## src/rtl/ceasar_pkg.sv

```systemverilog
// ==========================================================================
// ceasar_pkg: shared widths and character constants for the Caesar decoder
// Rev 1.0
// ==========================================================================
`default_nettype none

package ceasar_pkg;
    localparam int         D_WIDTH_DEF   = 8;
    localparam int         KEY_WIDTH_DEF = 16;
    localparam int         ALPHA_LEN     = 26;
    localparam logic [7:0] CHAR_UP_A     = 8'h41;
    localparam logic [7:0] CHAR_UP_Z     = 8'h5A;
    localparam logic [7:0] CHAR_LO_A     = 8'h61;
    localparam logic [7:0] CHAR_LO_Z     = 8'h7A;
endpackage

`default_nettype wire

```

## src/rtl/ceasar_shift.sv

```systemverilog
// ==========================================================================
// ceasar_shift: combinational back-shift of one character by the key. Rev 1.0
// Macro CEASAR_ALPHA_WRAP_EN: rotate letters within A-Z / a-z, pass others.
// ==========================================================================
`default_nettype none

module ceasar_shift
    import ceasar_pkg::*;
#(
    parameter int D_WIDTH = D_WIDTH_DEF
) (
    input  logic [D_WIDTH-1:0] char_i,
    input  logic [D_WIDTH-1:0] key_i,
    output logic [D_WIDTH-1:0] char_o
);

`ifdef CEASAR_ALPHA_WRAP_EN
    logic [D_WIDTH-1:0] w_k;
    logic [D_WIDTH-1:0] w_base;
    logic [D_WIDTH-1:0] w_off;
    logic [D_WIDTH-1:0] w_rot;
    logic               w_is_up;
    logic               w_is_lo;

    assign w_k     = key_i % D_WIDTH'(ALPHA_LEN);
    assign w_is_up = (char_i >= D_WIDTH'(CHAR_UP_A)) && (char_i <= D_WIDTH'(CHAR_UP_Z));
    assign w_is_lo = (char_i >= D_WIDTH'(CHAR_LO_A)) && (char_i <= D_WIDTH'(CHAR_LO_Z));
    assign w_base  = w_is_up ? D_WIDTH'(CHAR_UP_A) : D_WIDTH'(CHAR_LO_A);
    assign w_off   = char_i - w_base;
    // Offset stays in 0..25, so one conditional add of ALPHA_LEN handles the wrap.
    assign w_rot   = (w_off >= w_k) ? (w_off - w_k) : (w_off + D_WIDTH'(ALPHA_LEN) - w_k);
    assign char_o  = (w_is_up || w_is_lo) ? (w_base + w_rot) : char_i;
`else
    assign char_o = char_i - key_i;
`endif

endmodule

`default_nettype wire

```

## src/rtl/ceasar_decryption.sv

```systemverilog
// ==========================================================================
// ceasar_decryption: one-cycle registered Caesar decoder. Rev 1.0
// Macro CEASAR_ALPHA_WRAP_EN selects alphabetic wrap in ceasar_shift.
// ==========================================================================
`default_nettype none

module ceasar_decryption
    import ceasar_pkg::*;
#(
    parameter int D_WIDTH   = D_WIDTH_DEF,
    parameter int KEY_WIDTH = KEY_WIDTH_DEF
) (
    input  logic                 clk,
    input  logic                 rst_n,
    input  logic [D_WIDTH-1:0]   data_i,
    input  logic                 valid_i,
    input  logic [KEY_WIDTH-1:0] key,
    output logic [D_WIDTH-1:0]   data_o,
    output logic                 valid_o
);

    logic [D_WIDTH-1:0] w_shifted;
    logic [D_WIDTH-1:0] data_d;
    logic [D_WIDTH-1:0] data_q;
    logic               valid_d;
    logic               valid_q;

    ceasar_shift #(
        .D_WIDTH (D_WIDTH)
    ) u_shift (
        .char_i (data_i),
        .key_i  (key[D_WIDTH-1:0]),
        .char_o (w_shifted)
    );

    // Key bits above the character width have no effect on the result.
    generate
        if (KEY_WIDTH > D_WIDTH) begin : g_key_hi
            logic w_unused_key_hi;
            assign w_unused_key_hi = ^key[KEY_WIDTH-1:D_WIDTH];
        end
    endgenerate

    assign data_d  = valid_i ? w_shifted : '0;
    assign valid_d = valid_i;

    always_ff @(posedge clk or negedge rst_n) begin
        if (!rst_n) begin
            data_q  <= '0;
            valid_q <= 1'b0;
        end else begin
            data_q  <= data_d;
            valid_q <= valid_d;
        end
    end

    assign data_o  = data_q;
    assign valid_o = valid_q;

endmodule

`default_nettype wire

```

## config.mk

```make
export PLATFORM = sky130hd
export DESIGN_NAME = ceasar_decryption
export DESIGN_NICKNAME = d
export VERILOG_FILES = /design/src/rtl/ceasar_pkg.sv /design/src/rtl/ceasar_shift.sv /design/src/rtl/ceasar_decryption.sv
export SDC_FILE = /design/constraint.sdc
export NUM_CORES = 1
export LEC_CHECK = 0
export CAP_MARGIN = 20
export CORE_MARGIN = 2
export CORE_UTILIZATION = 38
export CTS_BUF_LIST = sky130_fd_sc_hd__clkbuf_4 sky130_fd_sc_hd__clkbuf_8
export CTS_CLUSTER_SIZE = 10
export DETAILED_ROUTE_END_ITERATION = 10
export GPL_ROUTABILITY_DRIVEN = 1
export PLACE_DENSITY = 0.81
export SYNTH_ARGS = -nofsm -noshare
export SYNTH_HDL_FRONTEND = slang
export SYNTH_HIERARCHICAL = 1
export SYNTH_SLANG_ARGS = --single-unit
```

## constraint.sdc

```tcl
create_clock -name clk -period 0.8 [get_ports clk]
set_input_delay 0.08 -clock clk [delete_from_list [all_inputs] [get_ports clk]]
set_output_delay 0.08 -clock clk [all_outputs]
set_load 0.1 [all_outputs]
```

Word-level counts from Yosys, hierarchy flattened
Index checks and enable logic that the tools add are counted.

cells by class
  add/subtract/negate cells = 1
  multipliers = 0
  divide/modulo/power cells = 0
  $lt $le $gt $ge = 0
  equality and inequality tests = 0
  shift-type cells = 0
  mux-type cells = 1
  bitwise logic cells = 0
  reductions and logical operators = 0

operator list
  kind         count
  $mux 8       1
  $sub 8x8->8  1

word-level totals
  bits in registers = 9
  bits in latches = 0
  bits in writable memories = 0
  ROM bits = 0
  output and inout port bits = 9
  logic and storage cells = 4
  memories kept = 0

Longest topological paths before layout
Gate-level depths: netlist of the first run.

  depth in word-level cells = 2
  mapped depth = 9
  mapped depth without buffers = 9

Modules after synthesis
Netlist of the first run, hierarchy kept.

by module, submodules not included
  module             instances  cells an instance  area each (sq um)  sequential area each (sq um)
  ceasar_shift       1          43                 331.6              0.0
  ceasar_decryption  1          17                 275.3              225.2

Least setup slack after synthesis of the first run
No wires, ideal clock.

  path kind = input to register
  start = in data_i[0]
  end = reg data_q[6], in the netlist data_o[6]
  arrival time = 1375 ps
  path slack = -694 ps
  cell stages on the path = 9
  buffers on the path = 0
  path through = inv_1 -> ha_1 -> inv_1 -> fa_1 -> a211oi_1 -> o21bai_1 -> a21oi_1 -> xnor2_1 -> and2_1

on the way
  cells in the longest elaborated chain, start to end = 2

RTL lines
  element               line                     text
  from (decl)           ceasar_decryption.sv:15  input logic [D_WIDTH-1:0] data_i,
  $sub 8x8->8           ceasar_shift.sv:34       assign char_o = char_i - key_i;
  via w_shifted[6]      ceasar_decryption.sv:22  logic [D_WIDTH-1:0] w_shifted;
  $mux 8                ceasar_decryption.sv:44  assign data_d = valid_i ? w_shifted : '0;
  via data_d[6]         ceasar_decryption.sv:23  logic [D_WIDTH-1:0] data_d;
  to (signal assigned)  ceasar_decryption.sv:52  data_q <= data_d;
  to (decl)             ceasar_decryption.sv:24  logic [D_WIDTH-1:0] data_q;

The timed path passes the listed nets, and every way through them passes these cells.

Final worst setup path of the first run
  start = in data_i[0]
  end = reg data_q[4], in the netlist data_o[4]

Same word-level chain as after synthesis.

==> reports/metrics.cfg, run 1 <==
[route]
viasPerCell=4.967
wl_met2_um=856
firstDrtPassIters=4
dr_wl_met3_um=99
initialDrtViolationCount=2
postRouteWirelength_um=1605
wl_met1_um=599
postRouteAntennaNets=0
vias=611
route.detailed.drc=0
dr.max_layer_used=met4
avgRoutedWirePerCell_um=13.05

[clock_tree]
cts_made_buffers=3
clk_pin_slew_ns=0.06
root_buffer=clkbuf_4
cts_tree=done
cts_sinks=9
htreeDepth=1
clk_path_buf_depth=2

[sta]
finalSetupViolCount=16
setup_ws_ns=-0.4711
hold_viol=0
worstMarginPinSlew_ns=0.3724
drv_slew=0
rsz0062_at_grt=true
tns_ns=-3.346
whs_ns=0.1005
slew_headroom_pct=75.09
min_period_over_period_pct=158.9
fmax_mhz=786.7
period_needed_ns=1.271

[yosys]
syn-cell-area_um2=606.8
synth-seq-area-share_pct=37.11
synth_area_leaders=dfrtp_1 (37%), ha_1 (14%), and2_1 (8.2%)
synth-edff-count=0
synthCells=60
yosysTopAreaCell=dfrtp_1
ys_warn_count=6
async_reset_ff_share_pct=100.0
syn_area_per_cell_um2=10.11
synth.top_cell.area_share_pct=37.11
yosys_register_bits=9
synth.top_cells.by_count=dfrtp_1 (9), inv_1 (9), and2_1 (8)
synth-main-ff-cell=dfrtp_1
synth_cell_types=21
syn-num-nets=95

[die]
core-area_um2=1506
dieWidth_um=43.96
io_pins=36
die_area_um2=1932
placementRows=14
initial_utilization_pct=40.28
die_h_um=43.96

[place]
pre_cts_ws_ns=-1.259
dpl-instance-area_um2=1195
portBuffers=27
routabilityCongestion=0.7711
dp_hpwl_um=1200

[finish]
drive_gt1_share_pct=69.16
finish.net_count=143
area_growth_pct=110.7
finish.instance_area_um2=1279
diodes=0
fill_cells=79

[status]
status=complete, but fails checks
violations=setup timing

[setup_path]
critPathCapture=data_o[4]
path_cells=buf_8 > inv_12 > ha_4 > inv_2 > fa_2 > buf_4 > a21o_2 > a21oi_2 > xnor2_1 > and2_1
path_max_fanout=2
end_kind=flip-flop
critPathBufInv=4
max_stage_delay_ns=0.34
cp-start-kind=input port
crit_start=data_i[0]
critPathKind=in -> reg
required_ns=0.95
worstPathArrival_ns=1.42
crit_slowest_cell=fa_2
crit_family=adder cells
cp.depth=10

[hold_path]
holdCritPathClass=in -> async

[global_routing]
antenna_found_initial=0
grt_max_degree=10
grt.overflow.total=0
grt_pass1_wl_um=2587
first_global_vias=642
track_usage_pct=18.59

[power_and_ir_drop]
p_leak_nw=0.5853
power.density_nw_per_um2=1658
vdd_drop_max_mv=0.7811

[job]
cap_violations=0

==> flip-flops by register name, indices dropped and copies added, names as in the netlist <==
name	flops
valid_o	1
data_o	8
==> power breakdown <==
part           switching (W)  internal, W  total (W)
clock network       0.000149     0.000225   0.000375
logic               0.000652     0.000536    0.00119
registers          0.0000419     0.000515   0.000557
total               0.000843      0.00128    0.00212
==> logic make-up (layout without fill, tap and decap cells) <==
group / after synthesis / after routing / synth area share, %
XOR/XNOR: 6 / 6 / 8.660
AO/OA/AOI/OAI: 15 / 15 / 18.14
AND/OR/NAND/NOR: 13 / 13 / 12.79
buffers and inverters: 9 / 56 / 5.567
flip-flops: 9 / 9 / 37.11
adder cells (fa/ha/maj): 8 / 8 / 17.73
==> area by class of cell <==
| cell class | instances | area (um2) | area share (%) |
|---|---|---|---|
| Inverter | 9 | 71.32 | 5.577 |
| Timing Repair Buffer | 43 | 460.4 | 36.01 |
| Multi-Input combinational cell | 42 | 461.7 | 36.11 |
| Clock buffer | 4 | 30.03 | 2.348 |
| Sequential cell | 9 | 235.2 | 18.40 |
| Tap cell | 16 | 20.02 | 1.566 |
==> metrics by stage <==
stage	instances	power (W)	utilization [%]
floorplan	60	0.001212	-
global placement	114	0.001669	79.32
detailed placement	114	0.001695	79.32
CTS	122	0.002104	83.39
global route	123	0.002216	84.88
finish	123	0.002120	84.88
==> per-layer routing <==
metal / vias to the layer above / global-route usage [%]
met5: - / 0
li1: 297 / -
met2: 25 / 34.41
met4: 0 / 10.91
met3: 6 / 4.167
met1: 283 / 18.60
==> worst min path at each step <==
stage / to / slack, ns / cells past startpoint / startpoint
2_1_floorplan: data_o[0] / -0.22 / 0 / rst_n
3_3_place_gp: data_o[6] / 0.38 / 1 / rst_n
3_5_place_dp: data_o[6] / 0.39 / 1 / rst_n
4_1_cts: data_o[6] / 0.11 / 1 / rst_n
5_1_grt: data_o[6] / 0.13 / 1 / rst_n
6_report: data_o[6] / 0.10 / 1 / rst_n
==> timing repair <==
action | in CTS | in global routing
hold buffers | 0 | 0
buffers inserted | 4 | 1
pin swaps | 21 | 9
setup endpoints to repair | 17 | 16
gates resized for setup | 67 | 3
==> cell usage in the layout (no fill, tap or decap), drive strengths merged, types with 2 or more instances in the layout <==
cell type,count
a21o,4
nor2,2
dfrtp,9
clkdlybuf4s15,3
dlygate4sd2,2
ha,7
xnor2,5
clkbuf,4
and2,8
a31oi,2
a21oi,4
buf,36
inv,9
clkdlybuf4s50,2
Power figures use the tool's default switching activity.
==> inputs of run 2 (changes only) <==
--- a/config.mk
+++ b/config.mk
@@ -12,6 +12,7 @@
 export CTS_CLUSTER_SIZE = 10
 export DETAILED_ROUTE_END_ITERATION = 10
 export GPL_ROUTABILITY_DRIVEN = 1
+export HOLD_SLACK_MARGIN = 0.06
 export PLACE_DENSITY = 0.81
 export SYNTH_ARGS = -nofsm -noshare
 export SYNTH_HDL_FRONTEND = slang
==> results of run 2 <==
Same layout as run 1: the final DEF is identical, and so are final timing and power.
==> inputs of run 3 (changes only) <==
--- a/config.mk
+++ b/config.mk
@@ -7,13 +7,12 @@
 export LEC_CHECK = 0
 export CAP_MARGIN = 20
 export CORE_MARGIN = 2
-export CORE_UTILIZATION = 38
-export CTS_BUF_LIST = sky130_fd_sc_hd__clkbuf_4 sky130_fd_sc_hd__clkbuf_8
+export CORE_UTILIZATION = 39
 export CTS_CLUSTER_SIZE = 10
 export DETAILED_ROUTE_END_ITERATION = 10
 export GPL_ROUTABILITY_DRIVEN = 1
 export HOLD_SLACK_MARGIN = 0.06
-export PLACE_DENSITY = 0.81
+export PLACE_DENSITY = 0.83
 export SYNTH_ARGS = -nofsm -noshare
 export SYNTH_HDL_FRONTEND = slang
 export SYNTH_HIERARCHICAL = 1
==> constraint.sdc (replaced) <==
create_clock -name clk -period 1.5 [get_ports clk]
set_input_delay 0.15 -clock clk [delete_from_list [all_inputs] [get_ports clk]]
set_output_delay 0.15 -clock clk [all_outputs]
set_load 0.1 [all_outputs]
==> reports/metrics.cfg, run 3 (synthesis gave the netlist of run 1 again) <==
[global_routing]
track_usage_pct=15.93  ; -2.7 points
grt_max_degree=10  ; unchanged
grt_pass1_wl_um=2173  ; -16%
antenna_found_initial=0  ; unchanged
grt.overflow.total=0  ; unchanged
first_global_vias=533  ; -17%

[route]
viasPerCell=4.587  ; -7.7%
vias=555  ; -9.2%
avgRoutedWirePerCell_um=11.20  ; -14%
postRouteAntennaNets=0  ; unchanged
firstDrtPassIters=4  ; unchanged
initialDrtViolationCount=4  ; +2
route.detailed.drc=0  ; unchanged
postRouteWirelength_um=1355  ; -16%

[finish]
layout_common_cells=buf_4 (13), dfrtp_1 (9), buf_12 (9)
finish.instance_area_um2=1179  ; -7.8%
multi_input_area_um2=414.1  ; -10%
fill_cells=86  ; +8.9%
fin_util_pct=79.16  ; -5.7 points
regArea_um2=225.2  ; -4.3%
diodes=0  ; unchanged
drive_gt1_share_pct=41.90  ; -27 points
area_growth_pct=94.23
layout_commonest_cell=buf_4
largest_reg_flops=8  ; unchanged
finish.net_count=141  ; -1.4%

[clock_tree]
htreeDepth=1  ; unchanged
cts_hold_buf=0  ; unchanged
clk_path_buf_depth=2  ; unchanged
root_buffer=clkbuf_4
cts_made_buffers=3  ; unchanged
clk_pin_slew_ns=0.06  ; about the same
cts_tree=done
cts_sinks=9  ; unchanged

[sta]
setup_ws_ns=0.06110  ; +0.5322 ns
finalSetupViolCount=0  ; -16
worstMarginPinSlew_ns=0.3736  ; +0.001171 ns
drv_slew=0  ; unchanged
period_needed_ns=1.439
slew_headroom_pct=75.01  ; -0.078 points
fmax_mhz=695.0
rsz0062_at_grt=false
tns_ns=0  ; +3.346 ns
min_period_over_period_pct=95.93
hold_viol=0  ; unchanged

[power_and_ir_drop]
vdd_drop_max_mv=0.3969  ; -49%
p_leak_nw=0.5781  ; -1.2%
power_w=0.001051  ; -50%
power.density_nw_per_um2=891.7  ; -46%

[setup_path]
critPathKind=in -> reg
max_stage_delay_ns=0.36  ; +0.02 ns
worstPathArrival_ns=1.63  ; +0.21 ns
path_cells=dlygate4sd2_1 > ha_4 > a21o_1 > buf_6 > or3_1 > a31oi_1 > and2_1
cp-start-kind=input port
path_max_fanout=2  ; unchanged
crit_slowest_cell=or3_1
required_ns=1.70  ; +0.75 ns
end_kind=flip-flop

[die]
die_h_um=43.45  ; -1.2%
core-area_um2=1489  ; -1.2%
dieWidth_um=43.45  ; -1.2%
initial_utilization_pct=40.76  ; +0.47 points
io_pins=36  ; unchanged
die_area_um2=1887  ; -2.3%
placementRows=14  ; unchanged

[place]
routabilityCongestion=0.7629  ; -1.1%
pre_cts_ws_ns=-0.5391  ; +0.7197 ns
dp_hpwl_um=1076  ; -10%
portBuffers=27  ; unchanged
dpl-instance-area_um2=1072  ; -10%

[hold_path]
holdCritPathClass=in -> async

[job]
cap_violations=0  ; unchanged

[status]
status=finished, final reports clean

==> run 3: changes by cell type in the layout (fill, tap and decap cells not counted), sizes merged <==
cell	delta
clkdlybuf4s15	-1
buf	-12
dlymetal6s2s	+2
dlygate4sd2	+6
clkdlybuf4s50	+3
==> run 3: metal layers <==
layer	vias up	track usage, %	routed length (um)
met4	0	10.91	33
met5	-	0	0
met3	4	3.750	71
met1	239	18.16	550
li1	290	-	-
met2	22	26.27	700
==> run 3: cell type report <==
type / count / share of cell area (%)
inverter: 9 / 2.866
clock buffer: 4 / 2.229
timing repair buffer: 41 / 38.96
tap: 16 / 1.699
multi-input combinational: 42 / 35.14
sequential: 9 / 19.11
==> run 3: what timing repair did <==
item	in CTS	in global routing
pin swaps	14	10
setup endpoints to repair	4	3
resized for setup	27	5
setup buffers	3	0
==> run 3: power breakdown <==
group	internal (W)	switching, W
sequential	0.000270	0.0000221
combinational	0.000259	0.000321
clock	0.000102	0.0000768
total	0.000631	0.000420
==> run 3: stage by stage <==
step | cells | hold WS [ns]
2_1_floorplan | 60 | -0.1456
3_5_place_dp | 114 | 0.4661
3_3_place_gp | 114 | 0.4477
6_report | 121 | 0.1756
4_1_cts | 121 | 0.1850
5_1_grt | 121 | 0.2087
==> run 3: critical path: cells and delay by family <==
kind | cells | cell delay (ns)
buffers and inverters | 2 | 0.37
AOI/OAI and AO/OA | 2 | 0.36
adders and majority gates | 1 | 0.25
and+or+nand+nor | 2 | 0.50
==> run 3: path summary, 6_finish.rpt <==
check | depth (start not counted) | start | slack [ns] | to
hold / removal | 1 | rst_n | 0.18 | valid_o
setup / recovery | 7 | data_i[4] | 0.06 | data_o[7]
min in group clk | 5 | data_i[0] | 0.42 | data_o[0]
max in group asynchronous | 1 | rst_n | 1.06 | data_o[0]
